$ cat config.mk
export PLATFORM = sky130hd
export DESIGN_NAME = regalu_sequencer
export DESIGN_NICKNAME = d
export VERILOG_FILES = /design/src/rtl/regalu_pkg.sv /design/src/rtl/regalu_instr_decode.sv /design/src/rtl/regalu_sequencer.sv
export SDC_FILE = /design/constraint.sdc
export NUM_CORES = 1
export LEC_CHECK = 0
export BUFFER_PORTS_ARGS = -buffer_cell sky130_fd_sc_hd__buf_2
export CORE_UTILIZATION = 25
export DETAILED_ROUTE_END_ITERATION = 8
export PLACE_DENSITY = 0.58
export SLEW_MARGIN = 20
export SYNTH_ARGS = -nofsm -noshare
export SYNTH_HDL_FRONTEND = slang
export SYNTH_SLANG_ARGS = --single-unit
$ cat constraint.sdc
create_clock -name clk -period 2.1 [get_ports clk]
set_input_delay 0.315 -clock clk [delete_from_list [all_inputs] [get_ports clk]]
set_output_delay 0.315 -clock clk [all_outputs]
set_load 0.005 [all_outputs]
$ cat src/rtl/regalu_pkg.sv
// Shared types and constants for the register-file + ALU instruction sequencer.
package regalu_pkg;

  localparam int unsigned OPCODE_W = 2;

  // Default instruction layout (ADDR_W=5, SEL_W=3): {opcode, alu_sel, dst, srcA, srcB}
  localparam int unsigned DEF_ADDR_W = 5;
  localparam int unsigned DEF_SEL_W  = 3;
  localparam int unsigned SRCB_LSB   = 0;
  localparam int unsigned SRCA_LSB   = DEF_ADDR_W;
  localparam int unsigned DST_LSB    = 2 * DEF_ADDR_W;
  localparam int unsigned SEL_LSB    = 3 * DEF_ADDR_W;
  localparam int unsigned OP_LSB     = SEL_LSB + DEF_SEL_W;
  localparam int unsigned INSTR_W    = OP_LSB + OPCODE_W;

  typedef enum logic [OPCODE_W-1:0] {
    OP_NOP  = 2'b00,
    OP_ALU  = 2'b01,
    OP_HALT = 2'b10,
    OP_RSVD = 2'b11
  } opcode_e;

  typedef enum logic [1:0] {
    S_IDLE,
    S_READ,
    S_WRITE,
    S_HALTED
  } state_e;

  localparam logic [DEF_SEL_W-1:0] ALU_PASS_A = 3'd0;
  localparam logic [DEF_SEL_W-1:0] ALU_ADD    = 3'd1;
  localparam logic [DEF_SEL_W-1:0] ALU_SUB    = 3'd2;
  localparam logic [DEF_SEL_W-1:0] ALU_AND    = 3'd3;
  localparam logic [DEF_SEL_W-1:0] ALU_OR     = 3'd4;
  localparam logic [DEF_SEL_W-1:0] ALU_XOR    = 3'd5;
  localparam logic [DEF_SEL_W-1:0] ALU_NOT_A  = 3'd6;
  localparam logic [DEF_SEL_W-1:0] ALU_PASS_B = 3'd7;

  function automatic int unsigned instr_width(input int unsigned addr_w, input int unsigned sel_w);
    return OPCODE_W + sel_w + 3 * addr_w;
  endfunction

endpackage

$ cat src/rtl/regalu_instr_decode.sv
// Combinational instruction field split and opcode classification.
module regalu_instr_decode
  import regalu_pkg::*;
#(
  parameter int unsigned ADDR_W = 5,
  parameter int unsigned SEL_W  = 3
) (
  input  logic [instr_width(ADDR_W, SEL_W)-1:0] instr,
  output logic [SEL_W-1:0]                      alu_sel,
  output logic [ADDR_W-1:0]                     dst,
  output logic [ADDR_W-1:0]                     src_a,
  output logic [ADDR_W-1:0]                     src_b,
  output logic                                  is_alu,
  output logic                                  is_halt,
  output logic                                  is_illegal
);

  localparam int unsigned B_LSB   = 0;
  localparam int unsigned A_LSB   = ADDR_W;
  localparam int unsigned D_LSB   = 2 * ADDR_W;
  localparam int unsigned S_LSB   = 3 * ADDR_W;
  localparam int unsigned OPC_LSB = S_LSB + SEL_W;

  opcode_e opcode;

  assign opcode     = opcode_e'(instr[OPC_LSB +: OPCODE_W]);
  assign alu_sel    = instr[S_LSB +: SEL_W];
  assign dst        = instr[D_LSB +: ADDR_W];
  assign src_a      = instr[A_LSB +: ADDR_W];
  assign src_b      = instr[B_LSB +: ADDR_W];
  assign is_alu     = (opcode == OP_ALU);
  assign is_halt    = (opcode == OP_HALT);
  assign is_illegal = (opcode == OP_RSVD);

endmodule

$ cat src/rtl/regalu_sequencer.sv
// Instruction sequencer: accepts one instruction, drives RF read/ALU select, then one write cycle.
module regalu_sequencer
  import regalu_pkg::*;
#(
  parameter int unsigned ADDR_W     = 5,
  parameter int unsigned SEL_W      = 3,
  parameter int unsigned COUNT_W    = 16,
  parameter bit          PROTECT_R0 = 1'b1
) (
  input  logic                                  clk,
  input  logic                                  reset,
  input  logic                                  instr_valid,
  output logic                                  instr_ready,
  input  logic [instr_width(ADDR_W, SEL_W)-1:0] instr,
  output logic                                  RF_W_en,
  output logic [ADDR_W-1:0]                     RF_W_addr,
  output logic [ADDR_W-1:0]                     RF_Ra_addr,
  output logic [ADDR_W-1:0]                     RF_Rb_addr,
  output logic [SEL_W-1:0]                      ALU_sel,
  output logic                                  busy,
  output logic                                  done,
  output logic                                  halted,
  output logic                                  illegal,
  output logic [COUNT_W-1:0]                    instr_count
);

  state_e              state, state_nx;
  logic [SEL_W-1:0]    dec_sel;
  logic [ADDR_W-1:0]   dec_dst, dec_a, dec_b;
  logic                is_alu, is_halt, is_illegal, accept;

  logic                ready_nx, we_nx, busy_nx, done_nx, halted_nx, illegal_nx;
  logic [ADDR_W-1:0]   wa_nx, ra_nx, rb_nx;
  logic [SEL_W-1:0]    sel_nx;
  logic [COUNT_W-1:0]  count_nx;

  regalu_instr_decode #(.ADDR_W(ADDR_W), .SEL_W(SEL_W)) u_decode (
    .instr      (instr),
    .alu_sel    (dec_sel),
    .dst        (dec_dst),
    .src_a      (dec_a),
    .src_b      (dec_b),
    .is_alu     (is_alu),
    .is_halt    (is_halt),
    .is_illegal (is_illegal)
  );

  assign accept = instr_valid && instr_ready && (state == S_IDLE);

  // Outputs are registered alongside the state; the comb blocks compute their next values.
  always_ff @(posedge clk or posedge reset) begin
    if (reset) begin
      state       <= S_IDLE;
      instr_ready <= 1'b1;
      RF_W_en     <= 1'b0;
      RF_W_addr   <= '0;
      RF_Ra_addr  <= '0;
      RF_Rb_addr  <= '0;
      ALU_sel     <= '0;
      busy        <= 1'b0;
      done        <= 1'b0;
      halted      <= 1'b0;
      illegal     <= 1'b0;
      instr_count <= '0;
    end else begin
      state       <= state_nx;
      instr_ready <= ready_nx;
      RF_W_en     <= we_nx;
      RF_W_addr   <= wa_nx;
      RF_Ra_addr  <= ra_nx;
      RF_Rb_addr  <= rb_nx;
      ALU_sel     <= sel_nx;
      busy        <= busy_nx;
      done        <= done_nx;
      halted      <= halted_nx;
      illegal     <= illegal_nx;
      instr_count <= count_nx;
    end
  end

  always_comb begin
    state_nx = state;
    unique case (state)
      S_IDLE: begin
        if (accept && is_alu)       state_nx = S_READ;
        else if (accept && is_halt) state_nx = S_HALTED;
      end
      S_READ:   state_nx = S_WRITE;
      S_WRITE:  state_nx = S_IDLE;
      S_HALTED: state_nx = S_HALTED;
      default:  state_nx = S_IDLE;
    endcase
  end

  always_comb begin
    ready_nx   = (state_nx == S_IDLE);
    busy_nx    = (state_nx == S_READ) || (state_nx == S_WRITE);
    halted_nx  = (state_nx == S_HALTED);
    we_nx      = 1'b0;
    done_nx    = 1'b0;
    wa_nx      = RF_W_addr;
    ra_nx      = RF_Ra_addr;
    rb_nx      = RF_Rb_addr;
    sel_nx     = ALU_sel;
    illegal_nx = illegal;
    count_nx   = instr_count;

    if (accept) begin
      if (is_alu) begin
        wa_nx  = dec_dst;
        ra_nx  = dec_a;
        rb_nx  = dec_b;
        sel_nx = dec_sel;
      end else begin
        // NOP/reserved retire now with a done pulse; HALT retires silently.
        count_nx = instr_count + COUNT_W'(1);
        done_nx  = !is_halt;
      end
      if (is_illegal) illegal_nx = 1'b1;
    end

    if (state == S_READ)
      we_nx = !(PROTECT_R0 && (RF_W_addr == '0));

    if (state == S_WRITE) begin
      done_nx  = 1'b1;
      count_nx = instr_count + COUNT_W'(1);
    end
  end

endmodule

# After elaboration in Yosys (flattened, before gate mapping)
# Index checks and enable logic that the tools add are counted.
[totals] elab_cells=47 out_inout_bits=40 reg_bits=42
[classes] eq_ne=10 add_sub_neg=1 muxes=10 n_reduce_logical=14
[op_table] op="2-to-1 mux 16 bit" n=3
[op_table] op="adder 16 x 1 -> 16 bit (second input constant)" n=1
[op_table] op="== test 2 bit (second input constant)" n=6
[op_table] op="case mux 2 bit (4 select lines)" n=1
[op_table] op="== test 2 x 1 -> 1 bit (second input constant)" n=3
[op_table] op="AND reduction 2 bit" n=3
[op_table] op="zero test 5 bit" n=1
[op_table] op="logical AND 1 bit" n=4
[op_table] op="zero test 2 bit" n=2
[op_table] op="2-to-1 mux 1 bit" n=4
[op_table] op="2-to-1 mux 2 bit" n=2
[op_table] op="zero test 1 bit" n=2
[op_table] op="!= test 2 x 1 -> 1 bit (second input constant)" n=1
[op_table] op="nonzero test 2 bit" n=1
[op_table] op="logical OR 1 bit" n=1

# Depth between registers and ports, before layout
[depth] depth_word=8 mapped_depth=7

# Cells and area by module
# From an unflattened synthesis, not the netlist that was laid out.
[hier_totals] hier_cells=150 area_unflattened_um2=1909.3
[by_module_without_submodules] mod="regalu_sequencer" n_inst=1 cells_per_inst=129 seq_area_each_um2=1052.3 area_each_um2=1751.7
[by_module_without_submodules] mod="regalu_instr_decode" n_inst=1 cells_per_inst=21 seq_area_each_um2=0.0 area_each_um2=157.7

# Least setup slack after synthesis
# Ideal clock, no wire load.
[synth_path] kind="input to register" start="input port instr[19]" end="register instr_count[1]" path_stages=6 path_slack_ps=532 required_time_ps=1975 setup_time_ps=125 t_arrival_ps=1443 cell_sequence="inv_1 > ha_1 > and4bb_4 > or2_1 > buf_2 > mux2_2"
[synth_via] elab_chain_cells=3
[synth_rtl] element="from (decl)" line="regalu_sequencer.sv:14" source="input logic [instr_width(ADDR_W, SEL_W)-1:0] instr,"
[synth_rtl] element="== test 2 x 1 -> 1 bit" line="regalu_instr_decode.sv:31" source="assign is_alu = (opcode == OP_ALU);"
[synth_rtl] element="!= test 2 x 1 -> 1 bit (no line)"
[synth_rtl] element="AND reduction 2 bit (no line)"
[synth_rtl] element="to (signal assigned)" line="regalu_sequencer.sv:77" source="instr_count <= count_nx;"
[synth_rtl] element="to (decl)" line="regalu_sequencer.sv:24" source="output logic [COUNT_W-1:0] instr_count"
# No other way between the ends.
# A chain may end at the register's enable or synchronous reset.

# Worst setup path after layout
[layout_path] start="register instr_ready" end="register RF_Ra_addr[4]"
[layout_via] elab_chain_cells=3
[layout_rtl] element="from (decl)" line="regalu_sequencer.sv:13" source="output logic instr_ready,"
[layout_rtl] element="from (signal assigned)" line="regalu_sequencer.sv:67" source="instr_ready <= ready_nx;"
[layout_rtl] element="logical AND 1 bit (2 in a row)" line="regalu_sequencer.sv:48" source="assign accept = instr_valid && instr_ready && (state == S_IDLE);"
[layout_rtl] element="AND reduction 2 bit (no line)"
[layout_rtl] element="to (signal assigned)" line="regalu_sequencer.sv:70" source="RF_Ra_addr <= ra_nx;"
[layout_rtl] element="to (decl)" line="regalu_sequencer.sv:17" source="output logic [ADDR_W-1:0] RF_Ra_addr,"
# No other way between the ends.

==> impl_metrics.yaml <==
pwr:
  combPwrFrac: 0.316
  p_total_mw: 2.64
  seqPwrFrac: 0.503
  power_density_mw_per_mm2: 1150
  p_leak_nw: 1.16
  switchingPower_uw: 823
  p_sw_frac: 0.311
  p_int_mw: 1.82
  power.share.clock: 0.181
  irDropWorstVdd_mv: 0.416
worst_setup_path:
  slowest_stage: "dfstp_2"
  worstSetupPathType: "flip-flop to flip-flop"
  crit_path_start_kind: "flip-flop"
  path_cells: "nand2_1 -> nor3_2 -> nand2_2 -> mux2_2"
  crit_required_ns: 2.27
  worstPathArrival_ns: 1.78
  crit_fanout: 19
  cp_num_buf_inv: 0
  crit_family: "flip-flops"
  worst_setup_path_end_kind: "flip-flop"
  critPathMaxStageDelay_ns: 0.57
sta:
  fmax_mhz: 618
  period_minus_slack_ns: 1.62
  rsz0062_at_grt: "false"
  hold_ws_ns: 0.0792
  drv_slew: 0
  worst_pin_slew_ns: 0.816
  fin_crit_sh: 0.771
  setup_viol: 0
  relSlewSlack: 0.453
  fin_setup_tns_ns: 0
  final.setup_skew_ns: 0.00595
  finalHoldViolations: 0
  fin_ws_ns: 0.482
drt:
  wl_mm: 3.41
  highest_layer: "met4"
  drtAntennaViolNets: 0
  drt_iter0_drc: 44
  avgRoutedWirePerCell_um: 11.4
  routed_via_density: 4.07
  route.detailed.drc: 0
  wl_met2_mm: 1.58
  vias: 1216
  dr.pass1.iters: 4
  wl_met3_um: 218
  routedLengthMet1_mm: 1.60
cells_and_area:
  layout-drive-gt1-share: 0.468
  multi_input_area_um2: 696
  nets: 230
  area_growth_pct: 28.2
  fin_util: 0.335
  layout_common_cells: "buf_2 (62), dfrtp_1 (41), mux2_2 (19)"
  fillCellCount: 710
  regArea_mm2: 0.00105
  layout_commonest_cell: "buf_2"
  diodes: 0
logic_synthesis:
  synth_cell_types: 32
  seq_area_frac_synth: 0.586
  synth_area_leaders: "dfrtp_1 (57%), mux2_2 (12%), xor2_1 (4.4%), xnor2_1 (2.9%), ha_1 (2.8%)"
  syn-num-nets: 163
  synth_warnings: 0
  syn_avg_cell_area_um2: 13.2
  netlist_area_mm2: 0.00180
  syn_inst: 136
  synth_top_area_frac: 0.571
  yosysTopAreaCell: "dfrtp_1"
  ys_ff_latch: 42
global_route:
  grt_pass1_wl_mm: 5.46
  grt_pass1_vias: 1131
  antenna_found_initial: 0
  grt_max_degree: 23
  grt-ovfl-total: 0
  track_usage: 0.0961
clock_tree:
  ctsHtreeMaxLevel: 2
  clock_path_buffers: 2
  cts_setup_buffers: 0
  ctsHoldBuffers: 0
  cts_tree: "built"
  cts-resized-gates: 0
  cts_sinks: 42
  cts_buffers: 5
  cts_root_buffer: "clkbuf_8"
  clkTransAtPathRegs_ns: 0.08
  clk_latency_ns: 0.28
run_status:
  status: "finished, final reports clean"
floorplan:
  ios: 63
  die_w_um: 86.7
  core_mm2: 0.00687
  rows: 30
  die_area_mm2: 0.00752
  die_h_um: 86.7
  start_util: 0.261
job:
  cap_violations: 0
placement:
  dpl.hpwl_mm: 2.59
  gp_routability_congestion: 0.688
  place_ws_ns: 0.333
  io_buffer_count: 62
worst_hold_path:
  hold_class: "input port to asynchronous set/reset pin"
-- power by group through the flow --
stage	Combinational (mW)	Clock (mW)	Sequential (mW)
4_1_cts	0.858	0.506	1.33
2_1_floorplan	0.476	0	1.34
3_5_place_dp	0.858	0	1.34
3_3_place_gp	0.839	0	1.34
5_1_grt	0.951	0.542	1.37
6_report	0.836	0.477	1.33
-- flip-flops by register name (all words and copies together), names as in the netlist --
register,cells
ALU_sel,3
RF_Ra_addr,5
RF_Rb_addr,5
RF_W_addr,5
RF_W_en,1
busy,1
done,1
halted,1
illegal,1
instr_count,16
instr_ready,1
state,2
-- path summary, 6_finish.rpt --
kind	start	end	slack, ns	cells past startpoint
worst max-delay path	instr_ready	RF_Ra_addr[4]	0.48	4
worst min-delay path	reset	illegal	0.08	2
worst max register to register	instr_ready	RF_Ra_addr[4]	0.48	4
worst min register to register	illegal	illegal	0.46	1
max in group asynchronous	reset	instr_count[7]	1.50	3
min in group clk	instr[5]	RF_Ra_addr[0]	0.26	2
-- stage by stage --
stage          cell area, µm²  cells
6_report                 2300    299
5_1_grt                  2300    299
4_1_cts                  2300    299
3_5_place_dp             2220    292
3_3_place_gp             2220    292
2_1_floorplan            1800    136
-- metal layers --
metal / global-route usage / vias up
li1: - / 592
met1: 0.123 / 570
met2: 0.154 / 51
met3: 0.0305 / 3
met4: 0.0318 / 0
met5: 0 / -
-- area by class of cell --
type,count,share of cell area
Inverter,7,0.0114
Sequential cell,42,0.457
Multi-Input combinational cell,84,0.302
Timing Repair Buffer,63,0.144
Tap cell,96,0.0522
Clock buffer,7,0.0332
-- cell usage after synthesis --
master and instances:
inv_1 7, o21ai_0 1, buf_2 2, nor3_1 4
and2b_1 1, nand2b_1 2, nor2_1 5, nor4_1 1
and2_1 2, buf_6 1, xnor2_1 6, nand2_1 7
mux2_2 19, nand4_1 2, dfrtp_1 41, nor3_2 1
nand3b_1 1, dfstp_2 1, a21o_1 1, xor2_1 9
or2_2 1, ha_1 4, nand3_1 3, a21oi_1 4
and4_1 1, o21ai_2 1, and3_1 3, nand2_2 1
nor4_4 1, o2111ai_4 1, or2_1 1, and4bb_4 1
-- kinds of logic after synthesis --
kind of cell / after synthesis / synth area share
XOR/XNOR: 15 / 0.0732
multiplexers: 19 / 0.119
flip-flops: 42 / 0.586
adder cells (fa/ha/maj): 4 / 0.0279
AND/OR/NAND/NOR: 38 / 0.130
AO/OA/AOI/OAI: 8 / 0.0376
buffers and inverters: 10 / 0.0265
(Power assumes the default switching activity.)
